[src/rtl/cva5_types.sv]
// Shared divide-unit types: operand packet, attributes, instruction id and sequencer FSM states.
package cva5_types;
    localparam int MAX_IDS      = 8;
    localparam int LOG2_MAX_IDS = $clog2(MAX_IDS);

    typedef logic [LOG2_MAX_IDS-1:0] id_t;

    typedef struct packed {
        logic remainder_op;
        logic negate_result;
        logic reuse_result;
        id_t  id;
    } div_attributes_t;

    typedef struct packed {
        logic [31:0]     unsigned_dividend;
        logic [31:0]     unsigned_divisor;
        logic [4:0]      dividend_clz;
        logic [4:0]      divisor_clz;
        logic            divisor_is_zero;
        div_attributes_t attr;
    } div_fifo_inputs_t;

    typedef enum logic [1:0] {
        IDLE,
        RUN,
        WB
    } div_seq_state_t;

    localparam logic [31:0] DIV_ZERO_QUOTIENT = 32'hFFFF_FFFF;
endpackage

[src/rtl/cva5_fifo.sv]
// Power-of-two circular FIFO; full is taken from the pre-pop count, so a push is refused while full.
module cva5_fifo #(
    parameter int DATA_WIDTH = 8,
    parameter int FIFO_DEPTH = 2
) (
    input  logic                  clk,
    input  logic                  rst_n,
    input  logic                  push,
    input  logic                  pop,
    input  logic [DATA_WIDTH-1:0] data_in,
    output logic [DATA_WIDTH-1:0] data_out,
    output logic                  valid,
    output logic                  full
);
    localparam int PTR_W = $clog2(FIFO_DEPTH);

    logic [DATA_WIDTH-1:0] mem [FIFO_DEPTH];
    logic [PTR_W-1:0]      wr_ptr_q, wr_ptr_d;
    logic [PTR_W-1:0]      rd_ptr_q, rd_ptr_d;
    logic [PTR_W:0]        count_q, count_d;
    logic                  do_push, do_pop;

    always_comb begin
        valid    = (count_q != '0);
        full     = (count_q == (PTR_W+1)'(FIFO_DEPTH));
        do_push  = push & ~full;
        do_pop   = pop & valid;
        wr_ptr_d = wr_ptr_q + PTR_W'(do_push);
        rd_ptr_d = rd_ptr_q + PTR_W'(do_pop);
        count_d  = count_q + (PTR_W+1)'(do_push) - (PTR_W+1)'(do_pop);
        data_out = mem[rd_ptr_q];
    end

    always_ff @(posedge clk or negedge rst_n) begin
        if (!rst_n) begin
            wr_ptr_q <= '0;
            rd_ptr_q <= '0;
            count_q  <= '0;
        end else begin
            wr_ptr_q <= wr_ptr_d;
            rd_ptr_q <= rd_ptr_d;
            count_q  <= count_d;
        end
    end

    // Storage carries no reset; count_q alone decides which entries are live.
    always_ff @(posedge clk) begin
        if (do_push) mem[wr_ptr_q] <= data_in;
    end
endmodule

[src/rtl/div_sequencer.sv]
// Sequences buffered divide operands through an iterative core, with divide-by-zero and
// result-reuse fast paths. Reuse is built only when CVA5_DIV_REUSE_EN is defined.
module div_sequencer
    import cva5_types::*;
#(
    parameter int DEPTH = 2
) (
    input  logic             clk,
    input  logic             rst_n,
    input  logic             in_valid,
    input  div_fifo_inputs_t in_data,
    output logic             in_ready,
    output logic             core_start,
    output logic [31:0]      core_dividend,
    output logic [31:0]      core_divisor,
    output logic [4:0]       core_dividend_clz,
    output logic [4:0]       core_divisor_clz,
    input  logic             core_done,
    input  logic [31:0]      core_quotient,
    input  logic [31:0]      core_remainder,
    output logic             wb_valid,
    output id_t              wb_id,
    output logic [31:0]      wb_data,
    input  logic             wb_ack
);
    localparam int FIFO_W = $bits(div_fifo_inputs_t);

    div_seq_state_t   state_q, state_d;
    logic [FIFO_W-1:0] fifo_dout;
    div_fifo_inputs_t head;
    logic             fifo_valid, fifo_full, fifo_push, fifo_pop;
    logic             core_accept, reuse_hit, fast_path;
    logic [31:0]      reuse_quo, reuse_rem, fast_result;

    logic        core_start_q, core_start_d;
    logic [31:0] core_dividend_q, core_dividend_d;
    logic [31:0] core_divisor_q, core_divisor_d;
    logic [4:0]  core_dividend_clz_q, core_dividend_clz_d;
    logic [4:0]  core_divisor_clz_q, core_divisor_clz_d;
    logic        act_rem_op_q, act_rem_op_d;
    logic        act_negate_q, act_negate_d;
    id_t         wb_id_q, wb_id_d;
    logic [31:0] wb_data_q, wb_data_d;

    function automatic logic [31:0] select_result(input logic [31:0] quo, input logic [31:0] rem,
                                                  input logic rem_op, input logic negate);
        logic [31:0] raw;
        raw = rem_op ? rem : quo;
        return negate ? (~raw + 32'd1) : raw;
    endfunction

    assign head      = fifo_dout;
    assign fifo_push = in_valid & in_ready;

    cva5_fifo #(
        .DATA_WIDTH(FIFO_W),
        .FIFO_DEPTH(DEPTH)
    ) operand_fifo (
        .clk      (clk),
        .rst_n    (rst_n),
        .push     (fifo_push),
        .pop      (fifo_pop),
        .data_in  (in_data),
        .data_out (fifo_dout),
        .valid    (fifo_valid),
        .full     (fifo_full)
    );

`ifdef CVA5_DIV_REUSE_EN
    logic [31:0] saved_quo_q, saved_quo_d;
    logic [31:0] saved_rem_q, saved_rem_d;
    logic        saved_valid_q, saved_valid_d;

    // Only real core completions refresh the saved pair; divide-by-zero leaves it intact.
    always_comb begin
        saved_quo_d   = saved_quo_q;
        saved_rem_d   = saved_rem_q;
        saved_valid_d = saved_valid_q;
        if (core_accept) begin
            saved_quo_d   = core_quotient;
            saved_rem_d   = core_remainder;
            saved_valid_d = 1'b1;
        end
    end

    always_ff @(posedge clk or negedge rst_n) begin
        if (!rst_n) begin
            saved_quo_q   <= '0;
            saved_rem_q   <= '0;
            saved_valid_q <= 1'b0;
        end else begin
            saved_quo_q   <= saved_quo_d;
            saved_rem_q   <= saved_rem_d;
            saved_valid_q <= saved_valid_d;
        end
    end

    assign reuse_hit = head.attr.reuse_result & saved_valid_q;
    assign reuse_quo = saved_quo_q;
    assign reuse_rem = saved_rem_q;
`else
    logic unused_reuse;
    assign unused_reuse = head.attr.reuse_result;
    assign reuse_hit    = 1'b0;
    assign reuse_quo    = '0;
    assign reuse_rem    = '0;
`endif

    always_comb begin
        fast_path = head.divisor_is_zero | reuse_hit;
        if (head.divisor_is_zero)
            fast_result = select_result(DIV_ZERO_QUOTIENT, head.unsigned_dividend,
                                        head.attr.remainder_op, head.attr.negate_result);
        else
            fast_result = select_result(reuse_quo, reuse_rem,
                                        head.attr.remainder_op, head.attr.negate_result);
    end

    always_ff @(posedge clk or negedge rst_n) begin
        if (!rst_n) state_q <= IDLE;
        else        state_q <= state_d;
    end

    always_comb begin
        state_d = state_q;
        case (state_q)
            IDLE:    if (fifo_valid) state_d = fast_path ? WB : RUN;
            RUN:     if (core_done) state_d = WB;
            WB:      if (wb_ack) state_d = IDLE;
            default: state_d = IDLE;
        endcase
    end

    always_comb begin
        in_ready    = ~fifo_full;
        fifo_pop    = (state_q == IDLE) & fifo_valid;
        core_accept = (state_q == RUN) & core_done;
        wb_valid    = (state_q == WB);
    end

    always_comb begin
        core_start_d        = 1'b0;
        core_dividend_d     = core_dividend_q;
        core_divisor_d      = core_divisor_q;
        core_dividend_clz_d = core_dividend_clz_q;
        core_divisor_clz_d  = core_divisor_clz_q;
        act_rem_op_d        = act_rem_op_q;
        act_negate_d        = act_negate_q;
        wb_id_d             = wb_id_q;
        wb_data_d           = wb_data_q;
        if (fifo_pop) begin
            act_rem_op_d = head.attr.remainder_op;
            act_negate_d = head.attr.negate_result;
            wb_id_d      = head.attr.id;
            if (fast_path) begin
                wb_data_d = fast_result;
            end else begin
                core_start_d        = 1'b1;
                core_dividend_d     = head.unsigned_dividend;
                core_divisor_d      = head.unsigned_divisor;
                core_dividend_clz_d = head.dividend_clz;
                core_divisor_clz_d  = head.divisor_clz;
            end
        end
        if (core_accept)
            wb_data_d = select_result(core_quotient, core_remainder, act_rem_op_q, act_negate_q);
    end

    always_ff @(posedge clk or negedge rst_n) begin
        if (!rst_n) begin
            core_start_q        <= 1'b0;
            core_dividend_q     <= '0;
            core_divisor_q      <= '0;
            core_dividend_clz_q <= '0;
            core_divisor_clz_q  <= '0;
            act_rem_op_q        <= 1'b0;
            act_negate_q        <= 1'b0;
            wb_id_q             <= '0;
            wb_data_q           <= '0;
        end else begin
            core_start_q        <= core_start_d;
            core_dividend_q     <= core_dividend_d;
            core_divisor_q      <= core_divisor_d;
            core_dividend_clz_q <= core_dividend_clz_d;
            core_divisor_clz_q  <= core_divisor_clz_d;
            act_rem_op_q        <= act_rem_op_d;
            act_negate_q        <= act_negate_d;
            wb_id_q             <= wb_id_d;
            wb_data_q           <= wb_data_d;
        end
    end

    assign core_start        = core_start_q;
    assign core_dividend     = core_dividend_q;
    assign core_divisor      = core_divisor_q;
    assign core_dividend_clz = core_dividend_clz_q;
    assign core_divisor_clz  = core_divisor_clz_q;
    assign wb_id             = wb_id_q;
    assign wb_data           = wb_data_q;
endmodule

[config.mk]
export PLATFORM = sky130hd
export DESIGN_NAME = div_sequencer
export DESIGN_NICKNAME = d
export VERILOG_FILES = /design/src/rtl/cva5_types.sv /design/src/rtl/cva5_fifo.sv /design/src/rtl/div_sequencer.sv
export SDC_FILE = /design/constraint.sdc
export NUM_CORES = 1
export LEC_CHECK = 0
export ABC_AREA = 1
export BUFFER_PORTS_ARGS = -buffer_cell sky130_fd_sc_hd__buf_2
export CORE_UTILIZATION = 50
export CTS_BUF_LIST = sky130_fd_sc_hd__clkbuf_16
export DETAILED_ROUTE_END_ITERATION = 16
export PLACE_DENSITY = 0.77
export SKIP_LAST_GASP = 1
export SLEW_MARGIN = 20
export SYNTH_ARGS = -nofsm -noshare
export SYNTH_HDL_FRONTEND = slang
export SYNTH_SLANG_ARGS = --single-unit
[constraint.sdc]
create_clock -name clk -period 2.9 [get_ports clk]
set_clock_uncertainty 0.05 [all_clocks]
set_input_delay 0.58 -clock clk [delete_from_list [all_inputs] [get_ports clk]]
set_output_delay 0.58 -clock clk [all_outputs]
set_load 0.03 [all_outputs]
## Word level (Yosys, flattened, before mapping)

Memories as Yosys holds them, arrays and structs flattened.
Index checks and enable logic that the tools add are counted.

| word-level totals | value |
|---|---|
| register bits | 118 |
| memory bits (writable) | 162 |
| input port bits | 150 |
| output and inout port bits | 112 |
| memories kept | 1 |

| operators by class | value |
|---|---|
| add/sub/neg operators | 6 |
| equality and inequality tests | 6 |
| muxes and demuxes | 16 |
| bitwise gates (word level) | 9 |
| reductions and logical operators | 7 |

Memories:

| memory | words | bits a word | read ports | clocked after Yosys merged registers in | wr ports | RTL line | source |
|---|---|---|---|---|---|---|---|
| operand_fifo.mem | 2 | 81 | 1 | 0 | 1 | cva5_fifo.sv:17 | `logic [DATA_WIDTH-1:0] mem [FIFO_DEPTH];` |

Operators with widths:

| kind | number |
|---|---|
| 32-bit 2-to-1 mux | 7 |
| 32-bit by 1-bit adder with 32-bit output, second input constant | 2 |
| 32-bit NOT | 2 |
| 2-bit 2-to-1 mux | 4 |
| 2-bit one-hot mux with 3 select lines | 1 |
| 2-bit nonzero test | 3 |
| 1-bit AND | 5 |
| 2-bit == test, second input constant | 2 |
| 1-bit 2-to-1 mux | 4 |
| 2-bit != test, second input constant | 2 |
| 2-bit AND reduction | 2 |
| 3-bit AND reduction | 1 |
| 1-bit adder | 2 |
| 2-bit by 1-bit adder with 2-bit output | 1 |
| 2-bit by 1-bit == test with 1-bit output, second input constant | 1 |
| 2-bit zero test | 1 |
| 2-bit by 1-bit != test with 1-bit output, second input constant | 1 |
| 1-bit NOT | 2 |
| 2-bit by 1-bit subtractor with 2-bit output | 1 |

## Longest topological paths before layout

An unclocked memory read counts as a cell.

| logic depth | value |
|---|---|
| depth in word-level cells | 8 |
| depth in mapped cells | 20 |
| gate-level depth less buffers | 19 |

## Hierarchy

A second synthesis with hierarchy kept.

| unflattened totals | value |
|---|---|
| cells, all modules | 1555 |
| area, all modules | 13265.2 µm² |

Modules (own cells, without submodules):

| module | instances | cells an instance | area an instance (µm²) |
|---|---|---|---|
| div_sequencer | 1 | 1102 | 7104.3 |
| cva5_fifo | 1 | 453 | 6160.9 |

## Worst setup path after synthesis

Ideal clock, no wire load.

| timing path | value |
|---|---|
| kind | input to register |
| from | input in_valid |
| to | memory operand_fifo.mem[1][0] (netlist bit) (enable) |
| arrival time | 2851 ps |
| required time | 2402 ps |
| slack | -449 ps |
| stages | 2 |
| path buffers | 0 |
| cells stage by stage | a21boi_0 ha_1 |

| between the ends | value |
|---|---|
| longest elaborated chain between the ends | 4 |

Ends and longest elaborated chain:

| item | RTL line | source |
|---|---|---|
| start, declared | div_sequencer.sv:10 | `input logic in_valid,` |
| 1-bit AND | div_sequencer.sv:53 | `assign fifo_push = in_valid & in_ready;` |
| 1-bit AND | cva5_fifo.sv:26 | `do_push = push & ~full;` |
| 1-bit 2-to-1 mux | cva5_fifo.sv:48 | `if (do_push) mem[wr_ptr_q] <= data_in;` |
| 1-bit 2-to-1 mux (implied by the code) | cva5_fifo.sv:48 |  |
| end, declared | cva5_fifo.sv:17 |  |

No other way between the ends.

## Worst setup path in the final report

| timing path | value |
|---|---|
| from | register operand_fifo.rd_ptr_q |
| to | register wb_data_q[16] (netlist: wb_data[16]) |

| between the ends | value |
|---|---|
| longest elaborated chain between the ends | 8 |

Ends and longest elaborated chain:

| item | RTL line | source |
|---|---|---|
| start, declared | cva5_fifo.sv:19 | `logic [PTR_W-1:0] rd_ptr_q, rd_ptr_d;` |
| start signal, assigned | cva5_fifo.sv:41 | `rd_ptr_q <= rd_ptr_d;` |
| memory 2 x 81 bit (*) | -- |  |
| 32-bit 2-to-1 mux | div_sequencer.sv:48 | `raw = rem_op ? rem : quo;` |
| 32-bit NOT | div_sequencer.sv:49 | `return negate ? (~raw + 32'd1) : raw;` |
| 32-bit by 1-bit adder with 32-bit output | div_sequencer.sv:49 |  |
| 32-bit 2-to-1 mux | div_sequencer.sv:49 |  |
| 32-bit 2-to-1 mux | div_sequencer.sv:155 | `if (fast_path) begin` |
| 32-bit 2-to-1 mux | div_sequencer.sv:151 | `if (fifo_pop) begin` |
| 32-bit 2-to-1 mux | div_sequencer.sv:165 | `if (core_accept)` |
| end signal, assigned | div_sequencer.sv:189 | `wb_data_q <= wb_data_d;` |
| end, declared | div_sequencer.sv:43 | `logic [31:0] wb_data_q, wb_data_d;` |

Mark *: on every way between the ends. The rest lies on a longest branch, timed or not. The select of a mux whose other input is x is not followed.
A chain may end at the register's enable or synchronous reset.

==> impl_metrics.yaml <==
synth:
  syn_inst: 1458
  yosysTopAreaCellShare_pct: 36.6
  yosysWarnings: 0
  synth_adder_area_share_pct: 0.572
  synth-xor-area-share_pct: 0.534
  yosys.cell_count.top_type: "nand2_1"
  syn-num-nets: 1614
  ys.flop_type: "edfxtp_1"
  synth_area_leaders: "edfxtp_1 37%, dfrtp_1 22%, nand2_1 14%"
  synth-simple-area-share_pct: 24.5
  synth_compound_area_share_pct: 8.57
  syn_area_um2: 13100
  yosys-mux-area-fraction_pct: 0.0763
  avgSynthCellArea_um2: 9.00
  synth-edff-count: 160
  yosysTopAreaCell: "edfxtp_1"
  synth_seq_area_share_pct: 59.1
  synth_seq_cells: 278
  synth_common_cells: "490 x nand2_1, 160 x edfxtp_1, 135 x nor2_1"
  synth.distinct_cells: 39
  synthArstFlopShare_pct: 42.4
  synth_top_family_by_area: "simple AND/OR/NAND/NOR gates"
worst_setup_path:
  crit_path_cell_trace: "buf_4 > nand2_1 > nand2_1 > nor2_4 > ha_1 > inv_1 > nor2_1 > nand2_1 > nor2_2 > nand2_2 > nand2_4 > nand2_4 > nor2_2 > nand2_1 > nand3_1 > o21ai_0 > nand2_1 > nand2_1"
  cpMaxStageDelayCell: "dfrtp_4"
  cp.required_ns: 3.29
  critPathLaunchType: "flip-flop"
  rrSetupSlack_ns: 0.24
  endpoint_kind: "flip-flop"
  cpMostUsedCell: "nand2_1"
  cp_max_fo: 13
  critPathMaxStageDelay_ns: 0.52
  crit_arrival_ns: 3.06
  setup.worst_path.class: "reg2reg"
detailed_routing:
  vias: 10900
  totalWireLength_mm: 33.0
  firstDrtPassIters: 6
  ant_nets: 0
  m1WireLength_mm: 13.3
  route.met3.wl_mm: 2.58
  drtIter0Drc: 833
  wl_met2_mm: 15.8
  drc: 0
  vias_per_cell: 5.23
  wl_per_cell_um: 15.9
  top_layer: "met5"
global_route:
  grt_pass1_vias: 10200
  grt_usage_pct: 24.7
  grt_max_degree: 92
  grt_overflow: 0
  grt_pass1_wl_mm: 51.5
  antenna_found_initial: 11
timing:
  setup_tns_ns: 0
  setup_violations: 0
  worst_pin_slew_ns: 0.493
  fmax_mhz: 376
  maxSlewViolCount: 0
  hold_viol: 0
  final.min_clock_period_ns: 2.66
  rsz0062_at_grt: "false"
  post-route-period-util_pct: 91.8
  relSlewSlack_pct: 66.8
cells_and_area:
  drive_gt1_share_pct: 22.1
  design_area_um2: 15800
  num-fill-cells: 2134
  fin_nets: 1871
  area_growth_syn_to_layout_pct: 20.4
clocking:
  cts.sinks: 278
  cts_tree: "yes"
  h-tree-depth: 1
  clockBufferDepth: 3
  numCtsBuffers: 29
  clkSlewWorstSetupHoldPaths_ns: 0.06
  clock_latency_ns: 0.55
  cts_root_buffer: "clkbuf_16"
die:
  initial_core_util_pct: 51.5
  die_h_um: 164
  die-width_um: 164
  io_pins: 262
  core_area_um2: 25500
  dieArea_um2: 26900
  row_count: 58
placed_design:
  dpl.hpwl_mm: 23.6
  port_buffers: 260
  place_congestion: 0.921
  dpl_cell_area_um2: 14800
power_and_ir_drop:
  power.leakage_nw: 7.31
  peakVddDrop_mv: 0.752
  p_total_mw: 19.2
  powerDensity_nw_per_um2: 1210
outcome:
  outcome: "complete, no violations"
hold_path:
  min_path_type: "in2reg"
flow_run:
  maxCapViolCount: 0
[repair_timing]
item | CTS | global route
buffers inserted | 0 | 0
setup endpoints to repair | 0 | 5
endpoints found under the hold margin | 31 | 0
hold buffers | 1 | 0
gates resized for setup | 0 | 3
[state kept, by name (all words and copies together) (netlist names)]
signal,cells
core_divisor,32
core_dividend,32
core_divisor_clz,5
act_rem_op_q,1
wb_id,3
operand_fifo.mem,160
act_negate_q,1
core_dividend_clz,5
operand_fifo.wr_ptr_q,1
wb_data,32
state_q,2
operand_fifo.rd_ptr_q,1
operand_fifo.count_q,2
core_start,1
[where the power goes]
part | internal, mW | switching [mW] | total (mW)
registers | 5.66 | 0.625 | 6.28
logic | 2.61 | 6.48 | 9.09
clock network | 2.27 | 1.52 | 3.79
[worst max-delay path, delay by kind of cell, from the launching register on]
| kind | cells | cell delay [ns] |
|---|---|---|
| buf+inv | 2 | 0.27 |
| compound gates | 1 | 0.09 |
| fa+ha+maj | 1 | 0.17 |
| simple gates | 14 | 1.45 |
| flops | 1 | 0.52 |
[cell families (layout without fill, tap and decap cells)]
family | Yosys count | count (layout)
mux | 1 | 1
compound gates | 200 | 200
other cells | 0 | 8
buf+inv | 190 | 470
simple gates | 775 | 775
fa+ha+maj | 6 | 6
xor+xnor | 8 | 8
flops | 278 | 278
[through the flow]
step	hold slack, ns	utilization (%)	cells	worst slack (ns)
floorplan	0.234	-	1458	-0.449
finish	0.163	62.0	2076	0.237
detailed placement	0.414	58.0	2013	0.212
global placement	0.415	58.0	2013	0.254
global route	0.137	62.0	2071	0.0217
CTS	0.138	61.9	2068	0.189
[worst paths after layout]
path                                                  from                                end  cells past startpoint
max in group asynchronous                            rst_n       core_divisor[28]$_DFFE_PN0P_                      3
max                        operand_fifo.rd_ptr_q$_DFF_PN0_            wb_data[16]$_DFFE_PN0P_                     18
max reg2reg                operand_fifo.rd_ptr_q$_DFF_PN0_            wb_data[16]$_DFFE_PN0P_                     18
min in group asynchronous                            rst_n      core_dividend[19]$_DFFE_PN0P_                      2
min                                            in_data[57]  operand_fifo.mem[1][57]$_DFFE_PP_                      1
min reg2reg                        wb_data[21]$_DFFE_PN0P_            wb_data[21]$_DFFE_PN0P_                      2
[per-layer routing]
metal / vias to the layer above / global-route usage (%)
li1: 5347 / -
met1: 5005 / 29.9
met2: 410 / 42.4
met3: 94 / 6.21
met4: 8 / 9.30
met5: - / 0
[layout by cell type (no fill, tap or decap), drive strengths merged, types with 8 or more instances in the layout]
cell type / count
nor2: 145
a21oi: 23
diode: 8
buf: 291
clkbuf: 29
edfxtp: 160
clkinv: 18
nand2: 503
nand3b: 8
dfrtp: 118
o21ai: 114
a31oi: 54
nand3: 96
inv: 125
nand4: 16
[layout make-up]
| type | count | area (µm²) | area share, % |
|---|---|---|---|
| Inverter | 124 | 465 | 2.95 |
| Clock inverter | 25 | 264 | 1.67 |
| Timing Repair Buffer | 292 | 1610 | 10.2 |
| Clock buffer | 29 | 726 | 4.59 |
| Multi-Input combinational cell | 990 | 4540 | 28.7 |
| Antenna cell | 8 | 20.0 | 0.127 |
| Tap cell | 330 | 413 | 2.61 |
| Sequential cell | 278 | 7760 | 49.1 |
Note: power is estimated with default switching activity, not from simulation.
